==> config.mk <==
export PLATFORM = sky130hd
export DESIGN_NAME = uart_rx_byte
export DESIGN_NICKNAME = d
export VERILOG_FILES = /design/src/rtl/uart_pkg.sv /design/src/rtl/sync_2ff.sv /design/src/rtl/uart_rx_byte.sv
export SDC_FILE = /design/constraint.sdc
export NUM_CORES = 1
export LEC_CHECK = 0
export CAP_MARGIN = 20
export CORE_MARGIN = 5
export CORE_UTILIZATION = 61
export CTS_CLUSTER_SIZE = 16
export DETAILED_ROUTE_END_ITERATION = 7
export HOLD_SLACK_MARGIN = 0.08
export PLACE_DENSITY = 0.93
export SLEW_MARGIN = 20
export SYNTH_ARGS = -nofsm -noshare
export SYNTH_HDL_FRONTEND = slang
export SYNTH_SLANG_ARGS = --single-unit
export TNS_END_PERCENT = 20
==> constraint.sdc <==
create_clock -name clk -period 4.74 [get_ports clk]
set_clock_uncertainty 0.15 [all_clocks]
set_input_delay 0.474 -clock clk [delete_from_list [all_inputs] [get_ports clk]]
set_output_delay 0.474 -clock clk [all_outputs]
set_load 0.005 [all_outputs]
==> src/rtl/uart_pkg.sv <==
// Shared UART definitions: receiver state encoding, default divider,
// frame width and a 2-of-3 majority helper used by the optional
// UART_RX_MAJORITY_EN sampling mode.
package uart_pkg;

  typedef enum logic [2:0] {
    IDLE,
    START,
    DATA,
    STOP,
    WAIT_HI
  } rx_state_t;

  localparam int UART_BAUD_DIV  = 2604;
  localparam int UART_DATA_BITS = 8;

  // 2-of-3 vote, used to filter single-clock glitches at a sample point
  function automatic logic maj3(input logic a, input logic b, input logic c);
    return (a & b) | (a & c) | (b & c);
  endfunction

endpackage

==> src/rtl/sync_2ff.sv <==
// Two-flop synchronizer for a single asynchronous bit. The reset value is
// a parameter so an idle-high serial line can come out of reset as idle.
module sync_2ff #(
  parameter logic RST_VAL = 1'b1
) (
  input  logic clk,
  input  logic rst_n,
  input  logic d,
  output logic q
);

  logic meta;

  // Two-stage capture of the asynchronous input
  always_ff @(posedge clk or negedge rst_n) begin
    if (!rst_n) begin
      meta <= RST_VAL;
      q    <= RST_VAL;
    end else begin
      meta <= d;
      q    <= meta;
    end
  end

endmodule

==> src/rtl/uart_rx_byte.sv <==
// 8N1 UART receiver with fixed-divider mid-bit sampling, start-glitch
// rejection, framing-error and overrun flags, and a set/clear rdy flag.
// Optional macro UART_RX_MAJORITY_EN: each sample point becomes a 2-of-3
// vote around the expiry clock, which delays every decision by one clock.
module uart_rx_byte
  import uart_pkg::*;
#(
  parameter int BAUD_DIV = UART_BAUD_DIV  // clocks per bit, must be >= 4
) (
  input  logic                      clk,
  input  logic                      rst_n,
  input  logic                      rx,
  input  logic                      clr_rdy,
  output logic [UART_DATA_BITS-1:0] rx_data,
  output logic                      rdy,
  output logic                      frm_err,
  output logic                      overrun
);

  localparam int HALF_DIV = BAUD_DIV / 2;
  localparam int CNT_W    = $clog2(BAUD_DIV + 1);
  localparam int BIT_W    = $clog2(UART_DATA_BITS);

  localparam logic [CNT_W-1:0] CNT_HALF = CNT_W'(HALF_DIV);
  localparam logic [CNT_W-1:0] CNT_BAUD = CNT_W'(BAUD_DIV);
  localparam logic [CNT_W-1:0] CNT_ONE  = CNT_W'(1);
  localparam logic [BIT_W-1:0] LAST_BIT = BIT_W'(UART_DATA_BITS - 1);

  rx_state_t state_reg, state_next;

  logic                      rx_s;
  logic                      line;       // line level the FSM tracks
  logic                      line_prev;  // that level one clock earlier
  logic                      samp;       // value taken at a sample point
  logic [CNT_W-1:0]          cnt_reg;
  logic [BIT_W-1:0]          bit_cnt_reg;
  logic [UART_DATA_BITS-1:0] shift_reg;
  logic                      expired;

  // datapath controls from the output decoder
  logic load_half;
  logic load_baud;
  logic cnt_dec;
  logic shift_en;
  logic bit_clr;
  logic byte_ok;
  logic frm_set;

  sync_2ff #(
    .RST_VAL(1'b1)
  ) u_sync (
    .clk  (clk),
    .rst_n(rst_n),
    .d    (rx),
    .q    (rx_s)
  );

`ifdef UART_RX_MAJORITY_EN
  // Together with rx_s these two flops form the 3-deep history. The FSM
  // runs on the history delayed by one clock, so at its expiry clock the
  // vote covers expiry-1, expiry and expiry+1 of that delayed stream.
  logic [1:0] hist_reg;

  // Shift rx_s into the history every clock
  always_ff @(posedge clk or negedge rst_n) begin
    if (!rst_n) begin
      hist_reg <= 2'b11;
    end else begin
      hist_reg <= {hist_reg[0], rx_s};
    end
  end

  assign line      = hist_reg[0];
  assign line_prev = hist_reg[1];
  assign samp      = maj3(hist_reg[1], hist_reg[0], rx_s);
`else
  logic rx_prev_reg;

  // Remember the previous synchronized level for falling-edge detection
  always_ff @(posedge clk or negedge rst_n) begin
    if (!rst_n) begin
      rx_prev_reg <= 1'b1;
    end else begin
      rx_prev_reg <= rx_s;
    end
  end

  assign line      = rx_s;
  assign line_prev = rx_prev_reg;
  assign samp      = rx_s;
`endif

  // The counter holds the clocks remaining in the current interval; the
  // last clock of the interval (count of 1) is the sample point.
  assign expired = (cnt_reg == CNT_ONE);

  // FSM state register
  always_ff @(posedge clk or negedge rst_n) begin
    if (!rst_n) begin
      state_reg <= IDLE;
    end else begin
      state_reg <= state_next;
    end
  end

  // FSM next-state logic
  always_comb begin
    state_next = state_reg;
    case (state_reg)
      IDLE: begin
        if (line_prev && !line) begin
          state_next = START;
        end
      end
      START: begin
        if (expired) begin
          state_next = samp ? IDLE : DATA;
        end
      end
      DATA: begin
        if (expired && (bit_cnt_reg == LAST_BIT)) begin
          state_next = STOP;
        end
      end
      STOP: begin
        if (expired) begin
          state_next = samp ? IDLE : WAIT_HI;
        end
      end
      WAIT_HI: begin
        if (line) begin
          state_next = IDLE;
        end
      end
      default: state_next = IDLE;
    endcase
  end

  // FSM output decode: per-state datapath controls
  always_comb begin
    load_half = 1'b0;
    load_baud = 1'b0;
    cnt_dec   = 1'b0;
    shift_en  = 1'b0;
    bit_clr   = 1'b0;
    byte_ok   = 1'b0;
    frm_set   = 1'b0;
    case (state_reg)
      IDLE: begin
        load_half = line_prev && !line;
      end
      START: begin
        cnt_dec = 1'b1;
        if (expired && !samp) begin
          load_baud = 1'b1;
          bit_clr   = 1'b1;
        end
      end
      DATA: begin
        cnt_dec = 1'b1;
        if (expired) begin
          shift_en  = 1'b1;
          load_baud = 1'b1;
        end
      end
      STOP: begin
        cnt_dec = 1'b1;
        if (expired) begin
          byte_ok = samp;
          frm_set = !samp;
        end
      end
      default: begin
      end
    endcase
  end

  // Baud counter: explicit reload at every expiry, never wraps below zero
  always_ff @(posedge clk or negedge rst_n) begin
    if (!rst_n) begin
      cnt_reg <= '0;
    end else if (load_half) begin
      cnt_reg <= CNT_HALF;
    end else if (load_baud) begin
      cnt_reg <= CNT_BAUD;
    end else if (cnt_dec && (cnt_reg != '0)) begin
      cnt_reg <= cnt_reg - CNT_ONE;
    end
  end

  // Data bit counter and LSB-first shift register
  always_ff @(posedge clk or negedge rst_n) begin
    if (!rst_n) begin
      bit_cnt_reg <= '0;
      shift_reg   <= '0;
    end else begin
      if (bit_clr) begin
        bit_cnt_reg <= '0;
      end else if (shift_en) begin
        bit_cnt_reg <= bit_cnt_reg + BIT_W'(1);
      end
      if (shift_en) begin
        shift_reg <= {samp, shift_reg[UART_DATA_BITS-1:1]};
      end
    end
  end

  // Output flags: a completing byte beats a coincident clr_rdy
  always_ff @(posedge clk or negedge rst_n) begin
    if (!rst_n) begin
      rx_data <= '0;
      rdy     <= 1'b0;
      frm_err <= 1'b0;
      overrun <= 1'b0;
    end else begin
      if (byte_ok) begin
        rx_data <= shift_reg;
        rdy     <= 1'b1;
        frm_err <= 1'b0;
      end else begin
        if (clr_rdy) begin
          rdy <= 1'b0;
        end
        if (frm_set) begin
          frm_err <= 1'b1;
        end
      end
      if (byte_ok && rdy && !clr_rdy) begin
        overrun <= 1'b1;
      end else if (clr_rdy) begin
        overrun <= 1'b0;
      end
    end
  end

endmodule

### After elaboration in Yosys (flattened, before gate mapping)

Cells that the tools add are included.

| cells by class | value |
|---|---|
| reductions and logical operators | 17 |
| divide/modulo/power cells | 0 |
| multiplexer cells | 29 |
| multipliers | 0 |
| equality and inequality tests | 11 |
| order comparisons | 0 |
| $add $sub $neg | 2 |
| bitwise gates (word level) | 0 |
| shift-type cells | 0 |

Operator list:

| operator | number |
|---|---|
| 2-to-1 mux 12 bit | 3 |
| 2-to-1 mux 3 bit | 8 |
| 2-to-1 mux 1 bit | 15 |
| case mux 3 bit (5 select lines) | 1 |
| equality test 12 x 1 -> 1 bit, second input constant | 1 |
| nonzero test 12 bit | 1 |
| subtractor 12 x 1 -> 12 bit, second input constant | 1 |
| inequality test 2 bit, second input constant | 4 |
| nonzero test 2 bit | 4 |
| equality test 3 x 2 -> 1 bit, second input constant | 2 |
| equality test 3 bit, second input constant | 2 |
| logical AND 1 bit | 6 |
| AND reduction 5 bit | 1 |
| adder 3 x 1 -> 3 bit, second input constant | 1 |
| equality test 3 x 1 -> 1 bit, second input constant | 1 |
| logical NOT 3 bit | 1 |
| nonzero test 3 bit | 1 |
| OR reduction 3 bit | 1 |
| logical NOT 1 bit | 2 |
| 2-to-1 mux 2 bit | 1 |
| inequality test 2 x 1 -> 1 bit, second input constant | 1 |
| case mux 1 bit (2 select lines) | 1 |

| word-level totals | value |
|---|---|
| input port bits | 4 |
| latch bits | 0 |
| flip-flop bits (word level) | 40 |
| memory bits (read-only) | 0 |
| memory bits (writable) | 0 |
| output and inout bits | 11 |
| memories | 0 |

### Longest topological paths before layout

Gate-level depths: netlist of run 1.

| logic depth | value |
|---|---|
| depth after elaboration | 7 |
| mapped depth | 7 |
| depth with buffers taken out | 6 |

### Modules after synthesis

From an unflattened synthesis of run 1, not the netlist that was laid out.

| second synthesis, totals | value |
|---|---|
| cell total of the unflattened synthesis | 158 |
| area total of the unflattened synthesis | 1913.1 µm² |

Modules (own cells, without submodules):

| module | area an instance (µm²) | sequential area each (µm²) | cells an instance | times used |
|---|---|---|---|---|
| uart_rx_byte | 1860.5 | 952.2 | 156 | 1 |
| sync_2ff | 52.6 | 52.6 | 2 | 1 |

### Least setup slack after synthesis of run 1

Ideal clock, no wire load.

| timing | value |
|---|---|
| path kind | reg-to-reg |
| start point | reg cnt_reg[6] |
| end point | reg rx_data[0] |
| arrival time | 2248 ps |
| path buffers | 1 |
| clock period less this slack | 2523 ps |
| library setup time | 125 ps |
| path slack | 2217 ps |
| data required time | 4465 ps |
| cell stages (with the launch flop) | 6 |
| cells stage by stage | dfrtp_1 > or4_4 > or3_1 > clkbuf_2 > nor4_4 > mux2_2 |

| on the way | value |
|---|---|
| longest elaborated chain between the ends | 3 |

RTL lines:

| element | line | text |
|---|---|---|
| from (decl) | uart_rx_byte.sv:35 | `logic [CNT_W-1:0] cnt_reg;` |
| from (signal assigned) | uart_rx_byte.sv:187 | `cnt_reg <= cnt_reg - CNT_ONE;` |
| equality test 12 x 1 -> 1 bit | uart_rx_byte.sv:95 | `assign expired = (cnt_reg == CNT_ONE);` |
| 2-to-1 mux 1 bit | uart_rx_byte.sv:168 | `if (expired) begin` |
| 2-to-1 mux 1 bit | uart_rx_byte.sv:148 | `case (state_reg)` |
| to (signal assigned) | uart_rx_byte.sv:217 | `rx_data <= shift_reg;` |
| to (decl) | uart_rx_byte.sv:14 | `output logic [UART_DATA_BITS-1:0] rx_data,` |

No other way between the ends.
A chain may end at the register's enable or synchronous reset.

### Worst setup path in the final report of run 1

| timing | value |
|---|---|
| start point | reg cnt_reg[6] |
| end point | reg cnt_reg[5] |

| on the way | value |
|---|---|
| longest elaborated chain between the ends | 6 |

RTL lines:

| element | line | text |
|---|---|---|
| equality test 12 x 1 -> 1 bit | uart_rx_byte.sv:95 |  |
| logical AND 1 bit | uart_rx_byte.sv:154 | `if (expired && !samp) begin` |
| 2-to-1 mux 1 bit | uart_rx_byte.sv:154 |  |
| case mux 1 bit (2 select lines) | uart_rx_byte.sv:148 |  |
| 2-to-1 mux 12 bit | uart_rx_byte.sv:184 | `end else if (load_baud) begin` |
| 2-to-1 mux 12 bit | uart_rx_byte.sv:182 | `end else if (load_half) begin` |

Several ways; a longest one is shown, not always the timed one.

==> metrics.cfg, run 1 <==
[outcome]
outcome = finished clean

[drt]
wl_per_cell_um = 16.5
viasPerCell = 6.17
wirelength_um = 3700
drcViolationCount = 0
drtIter0Drc = 70
vias = 1382
ant_nets = 0
firstDrtPassIters = 4

[grt]
antenna_found_initial = 0
grt_pass1_wl_um = 6600
overflow = 0
grt_max_degree = 41
grt_usage = 0.202
grt_pass1_vias = 1435

[critical_path]
critPathKind = flip-flop to flip-flop
reg2reg_from = cnt_reg[6]
reg2regPathDepth = 4
slowest_stage = nor4_1
cp-end-kind = flip-flop
crit_path_start_kind = flip-flop
critical_path_buf_inv_count = 0
cp_max_fo = 8
r2r_setup_slack_ps = 2040
cp.arrival_ps = 2790
cpPeakStageDelay_ps = 850
r2r_end = cnt_reg[5]
critPathTopFamily = simple AND/OR/NAND/NOR gates
crit_chain = nor4_1 > a31oi_1 > and3b_1 > a311o_1
crit_start = cnt_reg[6]
crit_required_ps = 4820

[yosys]
synth-seq-cells = 40
synthTopCellsByArea = dfrtp_1, mux2_2, dfstp_2, ha_1, nand3_1
ys_types = 46
synth_ff_type = dfrtp_1
synth_cells = 164
synth_area_per_cell_um2 = 11.6
synth_top_cell_area_share = 0.487
yosysTopAreaCell = dfrtp_1
synth-edff-count = 0
ys_seq_area_frac = 0.528
yosysWarnings = 0
synth.cell_area_um2 = 1900
syn_nets = 173
async_flop_share = 1.00

[job]
cap_violations = 0

[floorplan]
die_w_um = 65.8
rows = 20
io_pins = 15
core_um2 = 3030
die_h_um = 65.8
initial_core_util = 0.628
die_area_um2 = 4330

[layout]
area_growth_pct = 13.3
drive_gt1_frac = 0.233
final_cell_mix = dfrtp_1, mux2_2, clkdlybuf4s50_1
final_common_cell = dfrtp_1
layout.nets = 188
antenna_cells = 0
n_fill_cell = 197
largest_reg_flops = 12

[placement]
io_buffers = 14
gp_congestion = 0.862
hpwl_um = 2620

[clock_tree]
cts.clk_slew.worst_paths_ps = 130
clkLatencyLatePin_ps = 350
h-tree-depth = 2
cts-buffers-inserted = 5
tritoncts = done
cts.sinks = 40
post_cts_resized = 0
root_buffer = clkbuf_4
ctsLongestPathBuffers = 2
hold_buffers = 0
cts_setup_buffers = 0

[pwr]
pwr-share-seq = 0.496
peakVddDrop_mv = 0.329
intPower_uw = 619
combPwrFrac = 0.261
netSwitchingFraction = 0.347
p_leak_nw = 0.962
switching_power_uw = 329
power_density_nw_per_um2 = 440
clkPwrFrac = 0.243

[sta]
worst_slew_pin_slew_ps = 1080
setup_viol = 0
setup-tns-final_ps = 0
fin_crit_sh = 0.570
max_freq_mhz = 370
rsz0062_at_grt = no
final_max_slew_viol_count = 0
fin_crit_ps = 2700
relSlewSlack = 0.271
final_hold_viol_count = 0
holdWs_ps = 50.6

[hold_path]
hold_class = primary input to asynchronous set/reset pin

[Yosys cell counts, types with 3 or more instances]
cell      instances
a21oi_1           5
a22o_1            3
a31oi_1           3
clkbuf_1          4
dfrtp_1          37
dfstp_2           3
ha_1              5
inv_1             7
mux2_2           17
nand2_1           7
nand3_1           7
nand4_1           3
nor2_1            7
nor2b_1           3
nor3b_1           3
nor4_1            3
o21ai_0           4
o311ai_0          3
o31ai_1           3
or2_2             3
[power by group through the flow]
| stage | clock, mW | combinational, mW | sequential [mW] |
|---|---|---|---|
| finish | 0.230 | 0.248 | 0.470 |
| global route | 0.259 | 0.279 | 0.480 |
| CTS | 0.235 | 0.248 | 0.467 |
| detailed placement | 0 | 0.245 | 0.475 |
| global placement | 0 | 0.233 | 0.467 |
| floorplan | 0 | 0.205 | 0.450 |
[per-stage QoR]
stage	instance area, µm²	cells	utilization	power (mW)	setup WS [ps]
6_report	2150	224	0.712	0.948	2040
3_5_place_dp	2070	216	0.684	0.720	2050
5_1_grt	2150	224	0.712	1.02	1870
2_1_floorplan	1900	164	-	0.656	2220
3_3_place_gp	2070	216	0.684	0.701	2100
4_1_cts	2150	224	0.712	0.950	2030
[layer usage]
metal / GRT usage / part of all wire
met2: 0.323 / 0.51
met1: 0.241 / 0.40
met3: 0.0612 / 0.053
met4: 0.117 / 0.040
met5: 0 / 0
[cell type report]
class | count | area, µm² | area share
sequential | 40 | 1000 | 0.466
multi-input combinational | 110 | 842 | 0.391
timing repair buffer | 15 | 143 | 0.0662
tap | 44 | 55.1 | 0.0256
clock inverter | 3 | 46.3 | 0.0215
clock buffer | 5 | 37.5 | 0.0174
inverter | 7 | 26.3 | 0.0122
[worst max path at each step]
stage	endpoint	slack, ps	cells past startpoint
after floorplan	rx_data[0]	2220	5
after global placement	rx_data[3]	2100	4
after detailed placement	rx_data[1]	2050	4
after CTS	rx_data[6]	2030	4
after global routing	cnt_reg[5]	1870	4
final	cnt_reg[5]	2040	4
[cells by family (layout without fill, tap and decap cells)]
family          after synthesis  in the layout  synth area share
compound gates               34             34             0.132
xor+xnor                      1              1           0.00461
buf+inv                      14             30            0.0289
mux                          18             18             0.106
simple gates                 52             52             0.168
flops                        40             40             0.528
fa+ha+maj                     5              5            0.0329
(Power assumes the default switching activity.)
==> inputs of run 2 (changes only) <==
--- a/config.mk
+++ b/config.mk
@@ -7,11 +7,11 @@
 export LEC_CHECK = 0
 export CAP_MARGIN = 20
 export CORE_MARGIN = 5
-export CORE_UTILIZATION = 61
+export CORE_UTILIZATION = 57
 export CTS_CLUSTER_SIZE = 16
 export DETAILED_ROUTE_END_ITERATION = 7
 export HOLD_SLACK_MARGIN = 0.08
-export PLACE_DENSITY = 0.93
+export PLACE_DENSITY = 0.88
 export SLEW_MARGIN = 20
 export SYNTH_ARGS = -nofsm -noshare
 export SYNTH_HDL_FRONTEND = slang
==> constraint.sdc (replaced) <==
create_clock -name clk -period 2.8 [get_ports clk]
set_clock_uncertainty 0.15 [all_clocks]
set_input_delay 0.28 -clock clk [delete_from_list [all_inputs] [get_ports clk]]
set_output_delay 0.28 -clock clk [all_outputs]
set_load 0.005 [all_outputs]
==> metrics.cfg, run 2 (same netlist as run 1, synthesis figures left out) <==
[outcome]
outcome = finished clean

[grt]
grt_usage = 0.195
grt_max_degree = 41
antenna_found_initial = 0
grt_pass1_vias = 1468
grt_pass1_wl_um = 6730
overflow = 0

[hold_path]
hold_class = primary input to flip-flop
holdPathStages = 1

[layout]
ff_latch_area_um2 = 1000
antenna_cells = 0
multi_input_area_um2 = 842
area_growth_pct = 15.7
final_cells = 232
final_cell_mix = dfrtp_1, mux2_2, clkdlybuf4s50_1
final_common_cell = dfrtp_1
largest_reg_flops = 12
drive_gt1_frac = 0.253
layout.nets = 194
n_fill_cell = 227

[clock_tree]
h-tree-depth = 2
cts.sinks = 40
ctsLongestPathBuffers = 2
tritoncts = done
clkLatencyLatePin_ps = 350
root_buffer = clkbuf_4
cts-buffers-inserted = 5
cts_setup_buffers = 0
cts.clk_slew.worst_paths_ps = 120
hold_buffers = 1
post_cts_resized = 0

[placement]
dp_cells = 223
io_buffers = 14
gp_congestion = 0.885
hpwl_um = 2640

[floorplan]
initial_core_util = 0.579
die_area_um2 = 4590
core_um2 = 3280
die_w_um = 67.8
die_h_um = 67.8
rows = 21
io_pins = 15

[critical_path]
critPathKind = flip-flop to flip-flop
crit_chain = or4_4 > or3_1 > nor4_4 > buf_4 > mux2_2
cpPeakStageDelay_ps = 560
crit_required_ps = 2880
reg2regPathDepth = 5
cp.arrival_ps = 2640
crit_start = cnt_reg[6]
r2r_setup_slack_ps = 240
reg2reg_from = cnt_reg[6]
cp_max_fo = 10
r2r_end = rx_data[5]
crit_path_start_kind = flip-flop
cp-end-kind = flip-flop
cp-endpoint = rx_data[5]
slowest_stage = or4_4

[job]
cap_violations = 0

[sta]
worst_slew_pin_slew_ps = 828
setup-tns-final_ps = 0
max_freq_mhz = 391
fin_crit_ps = 2560
relSlewSlack = 0.448
rsz0062_at_grt = no
final_hold_viol_count = 0
final_max_slew_viol_count = 0
setup_viol = 0
fin_crit_sh = 0.914

[pwr]
peakVddDrop_mv = 0.477
design_power_total_mw = 1.64
p_leak_nw = 0.991
power_density_nw_per_um2 = 747

[drt]
vias = 1402
drtIter0Drc = 91
viasPerCell = 6.04
firstDrtPassIters = 4
drcViolationCount = 0
ant_nets = 0
wl_per_cell_um = 16.3
wirelength_um = 3770

[run 2: worst max-delay path: cells and delay by family, from the launching register on]
family        cells  cell delay [ps]
mux               1              350
buf+inv           1              220
flops             1              440
simple gates      3             1290
[run 2: area by class of cell]
type / instances / share of cell area
inverters: 7 / 0.0119
multi-input cells: 110 / 0.383
clock buffers: 5 / 0.0171
clock inverters: 3 / 0.0193
well taps: 46 / 0.0262
flip-flops and latches: 40 / 0.457
repair buffers: 21 / 0.0864
[run 2: metal layers]
| layer | vias to the layer above | share of wire | global-route usage |
|---|---|---|---|
| met5 | - | 0 | 0 |
| li1 | 655 | - | - |
| met3 | 14 | 0.056 | 0.0499 |
| met4 | 0 | 0.027 | 0.0962 |
| met1 | 680 | 0.42 | 0.245 |
| met2 | 53 | 0.50 | 0.312 |
[run 2: where the power goes]
group	switching, mW	internal [mW]
logic	0.249	0.210
registers	0.134	0.673
clock network	0.192	0.186
total	0.576	1.07
[run 2: metrics by stage]
step / utilization / hold slack (ps) / instance area [µm²] / setup WS (ps)
after floorplan: - / -166 / 1900 / 277
after global placement: 0.643 / 197 / 2110 / 352
after detailed placement: 0.643 / 199 / 2110 / 260
after CTS: 0.670 / 176 / 2200 / 232
after global routing: 0.670 / 171 / 2200 / 144
final: 0.670 / 193 / 2200 / 240
[run 2: worst min-delay path by stage]
stage	start	end	slack, ps
2_1_floorplan	rst_n	bit_cnt_reg[0]	-170
3_3_place_gp	u_sync.meta	u_sync.q	200
3_5_place_dp	u_sync.meta	u_sync.q	200
4_1_cts	rx	u_sync.meta	180
5_1_grt	rx	u_sync.meta	170
6_report	rx	u_sync.meta	190
